===== src/rtl/chirp_spi_pkg.sv =====
// Shared definitions for the chirp SPI monitor: device ids, frame lengths,
// VCO register indices and the frame FSM encoding.
package chirp_spi_pkg;

    localparam logic DEV_DAC = 1'b0;
    localparam logic DEV_VCO = 1'b1;

    localparam int DAC_FRAME_BITS = 24;
    localparam int VCO_FRAME_BITS = 32;

    localparam logic [2:0] VCO_R0 = 3'd0;
    localparam logic [2:0] VCO_R1 = 3'd1;
    localparam logic [2:0] VCO_R2 = 3'd2;
    localparam logic [2:0] VCO_R3 = 3'd3;
    localparam logic [2:0] VCO_R4 = 3'd4;
    localparam logic [2:0] VCO_R5 = 3'd5;

    typedef enum logic [1:0] {
        ST_IDLE  = 2'd0,
        ST_SHIFT = 2'd1,
        ST_CHECK = 2'd2
    } state_t;

    // True when a VCO address maps onto one of the shadowed registers.
    function automatic logic is_shadow_addr(input logic [2:0] addr);
        return (addr <= VCO_R5);
    endfunction

endpackage


===== src/rtl/chirp_spi_monitor_edge_sync.sv =====
// Input conditioning for the snooped SPI lines: multi-flop synchronizers,
// sclk rising-edge detect and per-bit sen fall/rise pulses.
module spi_edge_sync #(
    parameter int SYNC_STAGES = 2
) (
    input  logic       clock,
    input  logic       reset,
    input  logic [1:0] sen,
    input  logic       sclk,
    input  logic       mosi,
    output logic [1:0] sen_s,
    output logic [1:0] sen_fall_s,
    output logic [1:0] sen_rise_s,
    output logic       sclk_rise_s,
    output logic       mosi_s
);

    logic [1:0]             sen_chain_r [SYNC_STAGES];
    logic [SYNC_STAGES-1:0] sclk_chain_r;
    logic [SYNC_STAGES-1:0] mosi_chain_r;
    logic [1:0]             sen_dly_r;
    logic                   sclk_dly_r;

    // Synchronizer chains; sen idles high so it resets high.
    always_ff @(posedge clock or negedge reset) begin
        if (!reset) begin
            for (int i = 0; i < SYNC_STAGES; i++) begin
                sen_chain_r[i] <= 2'b11;
            end
            sclk_chain_r <= '0;
            mosi_chain_r <= '0;
        end else begin
            sen_chain_r[0] <= sen;
            for (int i = 1; i < SYNC_STAGES; i++) begin
                sen_chain_r[i] <= sen_chain_r[i-1];
            end
            sclk_chain_r <= {sclk_chain_r[SYNC_STAGES-2:0], sclk};
            mosi_chain_r <= {mosi_chain_r[SYNC_STAGES-2:0], mosi};
        end
    end

    // Delayed copies of the synchronized levels for edge detection.
    always_ff @(posedge clock or negedge reset) begin
        if (!reset) begin
            sen_dly_r  <= 2'b11;
            sclk_dly_r <= 1'b0;
        end else begin
            sen_dly_r  <= sen_chain_r[SYNC_STAGES-1];
            sclk_dly_r <= sclk_chain_r[SYNC_STAGES-1];
        end
    end

    assign sen_s       = sen_chain_r[SYNC_STAGES-1];
    assign mosi_s      = mosi_chain_r[SYNC_STAGES-1];
    assign sclk_rise_s = sclk_chain_r[SYNC_STAGES-1] & ~sclk_dly_r;
    assign sen_fall_s  = ~sen_s & sen_dly_r;
    assign sen_rise_s  = sen_s & ~sen_dly_r;

endmodule


===== src/rtl/chirp_spi_monitor.sv =====
// Passive deserializer for the chirp DAC / VCO SPI bus. Decodes complete
// frames into strobed words, mirrors VCO registers R0-R5 and counts framing
// errors (wrong bit count or both enables low together).
module chirp_spi_monitor
    import chirp_spi_pkg::*;
#(
    parameter int DAC_BITS    = DAC_FRAME_BITS,
    parameter int VCO_BITS    = VCO_FRAME_BITS,
    parameter int SYNC_STAGES = 2
) (
    input  logic        clock,
    input  logic        reset,
    input  logic [1:0]  sen,
    input  logic        sclk,
    input  logic        mosi,
    output logic        dac_stb,
    output logic [7:0]  dac_prefix,
    output logic [15:0] dac_code,
    output logic        vco_stb,
    output logic [2:0]  vco_addr,
    output logic [31:0] vco_data,
    input  logic [2:0]  shadow_sel,
    output logic [31:0] shadow_data,
    output logic        frame_err,
    output logic [15:0] err_count
);

    localparam logic [5:0] DAC_LEN = 6'(DAC_BITS);
    localparam logic [5:0] VCO_LEN = 6'(VCO_BITS);

    logic [1:0]  sen_s;
    logic [1:0]  sen_fall_s;
    logic [1:0]  sen_rise_s;
    logic        sclk_rise_s;
    logic        mosi_s;

    state_t      state_r;
    state_t      state_next_s;
    logic        hold_r;
    logic        hold_next_s;
    logic        dev_r;
    logic [31:0] shift_r;
    logic [5:0]  bit_cnt_r;

    logic        start_s;
    logic        shift_en_s;
    logic        dac_load_s;
    logic        vco_load_s;
    logic        err_s;

    logic        dac_stb_r;
    logic [7:0]  dac_prefix_r;
    logic [15:0] dac_code_r;
    logic        vco_stb_r;
    logic [2:0]  vco_addr_r;
    logic [31:0] vco_data_r;
    logic        frame_err_r;
    logic [15:0] err_count_r;
    logic [31:0] shadow_r [6];
    logic [31:0] shadow_data_s;

    spi_edge_sync #(
        .SYNC_STAGES (SYNC_STAGES)
    ) u_sync (
        .clock       (clock),
        .reset       (reset),
        .sen         (sen),
        .sclk        (sclk),
        .mosi        (mosi),
        .sen_s       (sen_s),
        .sen_fall_s  (sen_fall_s),
        .sen_rise_s  (sen_rise_s),
        .sclk_rise_s (sclk_rise_s),
        .mosi_s      (mosi_s)
    );

    // Frame FSM state, collision hold flag and latched active device.
    always_ff @(posedge clock or negedge reset) begin
        if (!reset) begin
            state_r <= ST_IDLE;
            hold_r  <= 1'b0;
            dev_r   <= DEV_DAC;
        end else begin
            state_r <= state_next_s;
            hold_r  <= hold_next_s;
            if (start_s) begin
                dev_r <= (sen_s[1] == 1'b0) ? DEV_VCO : DEV_DAC;
            end
        end
    end

    // Next-state logic; hold keeps IDLE blind until both enables are high
    // again after a collision so the error is reported only once.
    always_comb begin
        state_next_s = state_r;
        hold_next_s  = hold_r;
        start_s      = 1'b0;
        shift_en_s   = 1'b0;
        dac_load_s   = 1'b0;
        vco_load_s   = 1'b0;
        err_s        = 1'b0;
        case (state_r)
            ST_IDLE: begin
                if (hold_r) begin
                    hold_next_s = (sen_s != 2'b11);
                end else if (sen_s == 2'b00) begin
                    err_s       = 1'b1;
                    hold_next_s = 1'b1;
                end else if (sen_s != 2'b11) begin
                    start_s      = 1'b1;
                    state_next_s = ST_SHIFT;
                end else begin
                    state_next_s = ST_IDLE;
                end
            end
            ST_SHIFT: begin
                if (sen_fall_s[~dev_r]) begin
                    err_s        = 1'b1;
                    hold_next_s  = 1'b1;
                    state_next_s = ST_IDLE;
                end else if (sen_rise_s[dev_r]) begin
                    state_next_s = ST_CHECK;
                end else begin
                    shift_en_s = sclk_rise_s;
                end
            end
            ST_CHECK: begin
                state_next_s = ST_IDLE;
                if ((dev_r == DEV_DAC) && (bit_cnt_r == DAC_LEN)) begin
                    dac_load_s = 1'b1;
                end else if ((dev_r == DEV_VCO) && (bit_cnt_r == VCO_LEN)) begin
                    vco_load_s = 1'b1;
                end else begin
                    err_s = 1'b1;
                end
            end
            default: begin
                state_next_s = ST_IDLE;
                hold_next_s  = 1'b0;
            end
        endcase
    end

    // Shift register and saturating bit counter.
    always_ff @(posedge clock or negedge reset) begin
        if (!reset) begin
            shift_r   <= 32'd0;
            bit_cnt_r <= 6'd0;
        end else if (start_s) begin
            shift_r   <= 32'd0;
            bit_cnt_r <= 6'd0;
        end else if (shift_en_s) begin
            shift_r <= {shift_r[30:0], mosi_s};
            if (bit_cnt_r != 6'd63) begin
                bit_cnt_r <= bit_cnt_r + 6'd1;
            end
        end
    end

    // Decoded words, strobes and the saturating error counter.
    always_ff @(posedge clock or negedge reset) begin
        if (!reset) begin
            dac_stb_r    <= 1'b0;
            dac_prefix_r <= 8'd0;
            dac_code_r   <= 16'd0;
            vco_stb_r    <= 1'b0;
            vco_addr_r   <= 3'd0;
            vco_data_r   <= 32'd0;
            frame_err_r  <= 1'b0;
            err_count_r  <= 16'd0;
        end else begin
            dac_stb_r   <= dac_load_s;
            vco_stb_r   <= vco_load_s;
            frame_err_r <= err_s;
            if (dac_load_s) begin
                dac_prefix_r <= shift_r[23:16];
                dac_code_r   <= shift_r[15:0];
            end
            if (vco_load_s) begin
                vco_data_r <= shift_r;
                vco_addr_r <= shift_r[2:0];
            end
            if (err_s && (err_count_r != 16'hFFFF)) begin
                err_count_r <= err_count_r + 16'd1;
            end
        end
    end

    // Shadow copies of VCO registers R0-R5; writes to R6/R7 are dropped.
    always_ff @(posedge clock or negedge reset) begin
        if (!reset) begin
            for (int i = 0; i < 6; i++) begin
                shadow_r[i] <= 32'd0;
            end
        end else begin
            for (int i = 0; i < 6; i++) begin
                if (vco_load_s && is_shadow_addr(shift_r[2:0]) && (shift_r[2:0] == 3'(i))) begin
                    shadow_r[i] <= shift_r;
                end
            end
        end
    end

    // Combinational shadow read port.
    always_comb begin
        shadow_data_s = 32'd0;
        case (shadow_sel)
            VCO_R0:  shadow_data_s = shadow_r[0];
            VCO_R1:  shadow_data_s = shadow_r[1];
            VCO_R2:  shadow_data_s = shadow_r[2];
            VCO_R3:  shadow_data_s = shadow_r[3];
            VCO_R4:  shadow_data_s = shadow_r[4];
            VCO_R5:  shadow_data_s = shadow_r[5];
            default: shadow_data_s = 32'd0;
        endcase
    end

    assign dac_stb     = dac_stb_r;
    assign dac_prefix  = dac_prefix_r;
    assign dac_code    = dac_code_r;
    assign vco_stb     = vco_stb_r;
    assign vco_addr    = vco_addr_r;
    assign vco_data    = vco_data_r;
    assign frame_err   = frame_err_r;
    assign err_count   = err_count_r;
    assign shadow_data = shadow_data_s;

endmodule


===== config.mk =====
export PLATFORM = sky130hd
export DESIGN_NAME = chirp_spi_monitor
export DESIGN_NICKNAME = d
export VERILOG_FILES = /design/src/rtl/chirp_spi_pkg.sv /design/src/rtl/chirp_spi_monitor_edge_sync.sv /design/src/rtl/chirp_spi_monitor.sv
export SDC_FILE = /design/constraint.sdc
export NUM_CORES = 1
export LEC_CHECK = 0
export BUFFER_PORTS_ARGS = -buffer_cell sky130_fd_sc_hd__buf_4
export CAP_MARGIN = 20
export CORE_MARGIN = 1.5
export CORE_UTILIZATION = 64
export DETAILED_ROUTE_END_ITERATION = 10
export PLACE_DENSITY = 0.85
export SYNTH_ARGS = -nofsm -noshare
export SYNTH_HDL_FRONTEND = slang
export SYNTH_SLANG_ARGS = --single-unit

===== constraint.sdc =====
create_clock -name clock -period 4 [get_ports clock]
set_input_delay 0.8 -clock clock [delete_from_list [all_inputs] [get_ports clock]]
set_output_delay 0.8 -clock clock [all_outputs]
set_load 0.1 [all_outputs]

# After elaboration in Yosys (flattened, before gate mapping)
# Cells that the tools add are included.
# word_totals
register_bits,323
inputBits,9
elab_cells,116
# op_classes
n_addsub,2
magnitude_cmp,3
n_eq_ne,21
mux,38
n_bitwise,8
n_reduce_logical,19
# ops
op,n
$pmux W32 S6,1
$mux W32,2
$mux W1,25
$mux W6,3
$add A16 B1 Y16 const B,1
$ne A16 B16 Y1 const B,1
$eq A3 B2 Y1 const B,4
$eq A3 B3 Y1 const B,4
$logic_and A1 B1 Y1,10
$mux W2,4
$ne A2 B2 Y1 const B,4
$add A6 B1 Y6 const B,1
$eq A3 B1 Y1 const B,2
$eq A6 B5 Y1 const B,1
$eq A6 B6 Y1 const B,1
$logic_not A3 Y1,2
$ne A6 B6 Y1 const B,1
$pmux W1 S3,2
$and A2 B2 Y2,2
$logic_not A2 Y1,2
$lt A1 B2 Y1 const B,2
$not A2 Y2,2
$pmux W2 S2,1
$reduce_and A2 Y1,2
other kinds (8),11

# Longest topological paths before layout
# depth
word_depth,9
ltp_mapped,9
mapped_depth_nobuf,8

# Modules after synthesis
# Synthesis repeated with hierarchy kept, for this count alone.
# hier_totals
hier_cells,1089
area_unflattened_um2,13354.1
# by_module_without_submodules
module,n_inst,cells_each,area_per_inst_um2
chirp_spi_monitor,1,1071,13015.0
spi_edge_sync,1,18,339.1

# Least setup slack after synthesis
# OpenSTA, ideal clock, no wires.
# synth_path
kind,input-to-output
from,input port shadow_sel[1]
to,output port shadow_data[11]
arrival_time_ns,2.375
required_ns,3.200
slack_ns,0.825
stages,4
path_buffers,1
cell_sequence,nor3b_1 > clkbuf_1 > a22oi_1 > nand3_1
# synth_via
elab_chain_cells,2
word_cells_on_any_way,7
classes_between,eq/ne: 5; mux: 1; reduce/logical: 1
# synth_lines
element,line_no,text
start: declaration,chirp_spi_monitor.sv:22,"input logic [2:0] shadow_sel,"
$eq A3 B3 Y1 (tied with other cells),chirp_spi_monitor.sv:207,case (shadow_sel)
$pmux W32 S6 (*),chirp_spi_monitor.sv:207,
end: declaration,chirp_spi_monitor.sv:23,"output logic [31:0] shadow_data,"
# Every way passes the cells marked *; elsewhere a longest branch is shown, timed or not.

# Worst setup path after layout
# layout_path
from,input port shadow_sel[0]
to,output port shadow_data[28]
# Same word-level chain as after synthesis.

==> summary.txt <==
status: finished, final reports clean
CP top delay family: buffers and inverters
Die Span Y: 148 microns
Post-synth EDFFs: 0
worst endpoint data arrival time: 2.34 ns
fin crit share: 78.6%
Peak Freq: 318 MHz
CTS root buf: clkbuf_16
number of max-cap violations: 0
startpoint types: input port
gr ovfl total: 0
hold_buf cts: 0
antenna viol nets, final: 0
DR vias/cell: 6.18
crit-path max FO: 32
CTS max path bufs: 3
vias in the first global route: 9,227
via count: 8,877
Fillers: 1,296
Clock Skew: 0.0134 ns
# IOs: 119
Antenna Diode Count: 0
total die area: 21,900 sq um
RSZ-0062 raised after global routing: no
final-report hold violation count: 0
total CTS buffers: 34
post-CTS setup buffers: 0
minimum clock period: 3.14 ns
async set-or-reset flop fraction in the synthesized netlist: 100%
H-tree Lvls: 2
sequential fraction of the synthesis area: 59.7%
Setup crit end kind: output pin
HP Class: input port to asynchronous set/reset pin
IO buf count: 118
Mapped Cells: 1,055
slew margin rel.: 41.0%
dpl ws: 0.948 ns
Synth Register Bits: 320
Crit path largest cell delay: 0.44 ns
crit path cell chain: buf_4 -> nor3b_2 -> buf_4 -> a22oi_1 -> nand3_1 -> buf_4
Starting DRT DRC Count: 660
synth cell count leaders: dfrtp_1 (314), mux2_2 (196), nand2_1 (110), a22oi_1 (96), clkbuf_1 (59)
Synth-to-Final Area Change: 16.7%
Lkg Pwr: 8.34 nW
Clock Sink Count: 320
final wirelength: 30,900 microns
PostCTS Resize Cnt: 0
Routed WL per cell: 21.5 microns
CTS tree: built
post-synth top area cell: dfrtp_1
initial core utilization: 65.7%
GP Congestion: 0.810
initial antenna violation count: 0
CP bufs+invs: 3
Die X: 148 microns
Area contributors post-synth: dfrtp_1 (59%), mux2_2 (16%), a22oi_1 (5.4%)
top-count cell post-synth: dfrtp_1
WP data required: 3.20 ns
TNS Setup: 0 ns
Rows: 52
VDD IR max: 407 uV
share of cells above drive strength 1: 36.0%
Top cell by count, worst path: buf_4
DRC viols: 0
Tot Pwr: 0.00724 W
average cell area after synthesis: 12.7 sq um
syn nets: 1,069
synth warn: 0
HPWL Detailed: 18,100 microns
ys flop type: dfrtp_1
first-pass GRT wire length: 50,200 microns
CORE AREA: 20,400 sq um
CP max stage cell: buf_4
gr usage total: 29.5%
share of the synthesized area in the top cell type: 58.5%
DRT Pass-1 Iters: 5
worst slew pin tran: 0.885 ns
Setup Crit Path Kind: input port to output pin
final net count: 1,160
Mapped Area: 13,400 sq um
PwrDens: 462 nW/um^2
count of final setup violators: 0
CTS clk-pin slew, worst paths: 0.06 ns
Slew Viols, Final: 0
Clock Latency Late Sink: 0.51 ns
final setup margin: 0.855 ns
count of cell types in the netlist: 55
pin count of the biggest net entering global routing: 113
==> final cells by class <==
cell class / instances / area [sq um] / share of cell area (%)
Tap cell: 270 / 338 / 2.16
Timing Repair Buffer: 147 / 1140 / 7.25
Multi-Input combinational cell: 634 / 5020 / 32.0
Inverter: 9 / 33.8 / 0.216
Clock buffer: 45 / 952 / 6.08
Clock inverter: 12 / 179 / 1.14
Sequential cell: 320 / 8020 / 51.1
==> registers in the layout (all words and copies together), names as in the netlist <==
| register | flops |
|---|---|
| shadow_r | 192 |
| shift_r | 32 |
| vco_data | 30 |
| dac_code | 16 |
| err_count | 16 |
| dac_prefix | 8 |
| bit_cnt_r | 6 |
| state_r | 2 |
| u_sync.mosi_chain_r | 2 |
| u_sync.sclk_chain_r | 2 |
| u_sync.sen_chain_r | 2 |
| u_sync.sen_dly_r | 2 |
| u_sync.sen_s | 2 |
| vco_addr | 2 |
| dac_stb | 1 |
| dev_r | 1 |
| frame_err | 1 |
| hold_r | 1 |
| u_sync.sclk_dly_r | 1 |
| vco_stb | 1 |
==> where the power goes <==
group	total [W]	switching [W]	leakage [nW]	internal, W
registers	0.00341	0.000103	4.42	0.00330
logic	0.000664	0.000495	3.36	0.000169
clock network	0.00317	0.00124	0.560	0.00193
==> final timing paths <==
check,from,depth (start not counted),slack [ns],endpoint
hold reg to reg,u_sync.mosi_chain_r[0],0,0.35,u_sync.mosi_chain_r[1]
setup reg to reg,bit_cnt_r[0],8,1.35,shadow_r[82]
max in group asynchronous,reset,2,2.65,vco_data[14]
min in group clock,u_sync.mosi_chain_r[0],0,0.35,u_sync.mosi_chain_r[1]
hold / removal,reset,1,0.35,err_count[3]
setup / recovery,shadow_sel[0],6,0.86,shadow_data[28]
==> cells in the final DEF (no fill, tap or decap), types with 2 or more instances in the layout <==
cell type,instances
and4_1,3
ha_1,5
clkbuf_8,6
nand3_1,38
bufinv_16,4
buf_12,2
nand2_1,110
a211oi_1,4
and3b_1,3
a32oi_1,2
a22oi_1,96
mux2i_1,38
xor2_1,15
dfrtp_1,314
nor3b_2,3
a21oi_1,10
and2_1,6
clkbuf_1,5
mux2_1,3
mux2_2,196
nand2b_1,7
nor2b_1,9
a2111oi_0,2
clkinv_2,5
buf_4,144
or2_2,3
nand3b_1,4
nor2_1,40
o21ai_0,6
clkbuf_16,34
inv_6,2
inv_1,8
and3_1,3
dfstp_2,6
nand4_1,4
==> metal layers <==
metal  routed length (microns)  part of all wire (%)  GRT usage, %  vias up
li1                          -                     -             -     3890
met1                     12800                    42          39.7     4644
met2                     15600                    51          49.6      277
met3                      1580                   5.1          4.14       66
met4                       850                   2.8          10.6        0
met5                         0                     0             0        -
==> stage by stage <==
step,utilization (%),cell area [sq um],hold WS [ns],std cells
4_1_cts,76.7,15700,0.352,1437
6_report,76.7,15700,0.349,1437
2_1_floorplan,-,13400,0.331,1055
5_1_grt,76.7,15700,0.355,1437
3_5_place_dp,71.2,14500,0.339,1380
3_3_place_gp,71.2,14500,0.337,1380
==> cell families after synthesis <==
group                      share of synthesized area (%)
xor gates and xnor gates                            1.04
DFF                                                 59.7
adders and majority gates                          0.466
muxes                                               19.5
and+or+nand+nor                                     8.94
AOI/OAI and AO/OA                                   7.07
buffers and inverters                               3.28
Power figures use the tool's default switching activity.
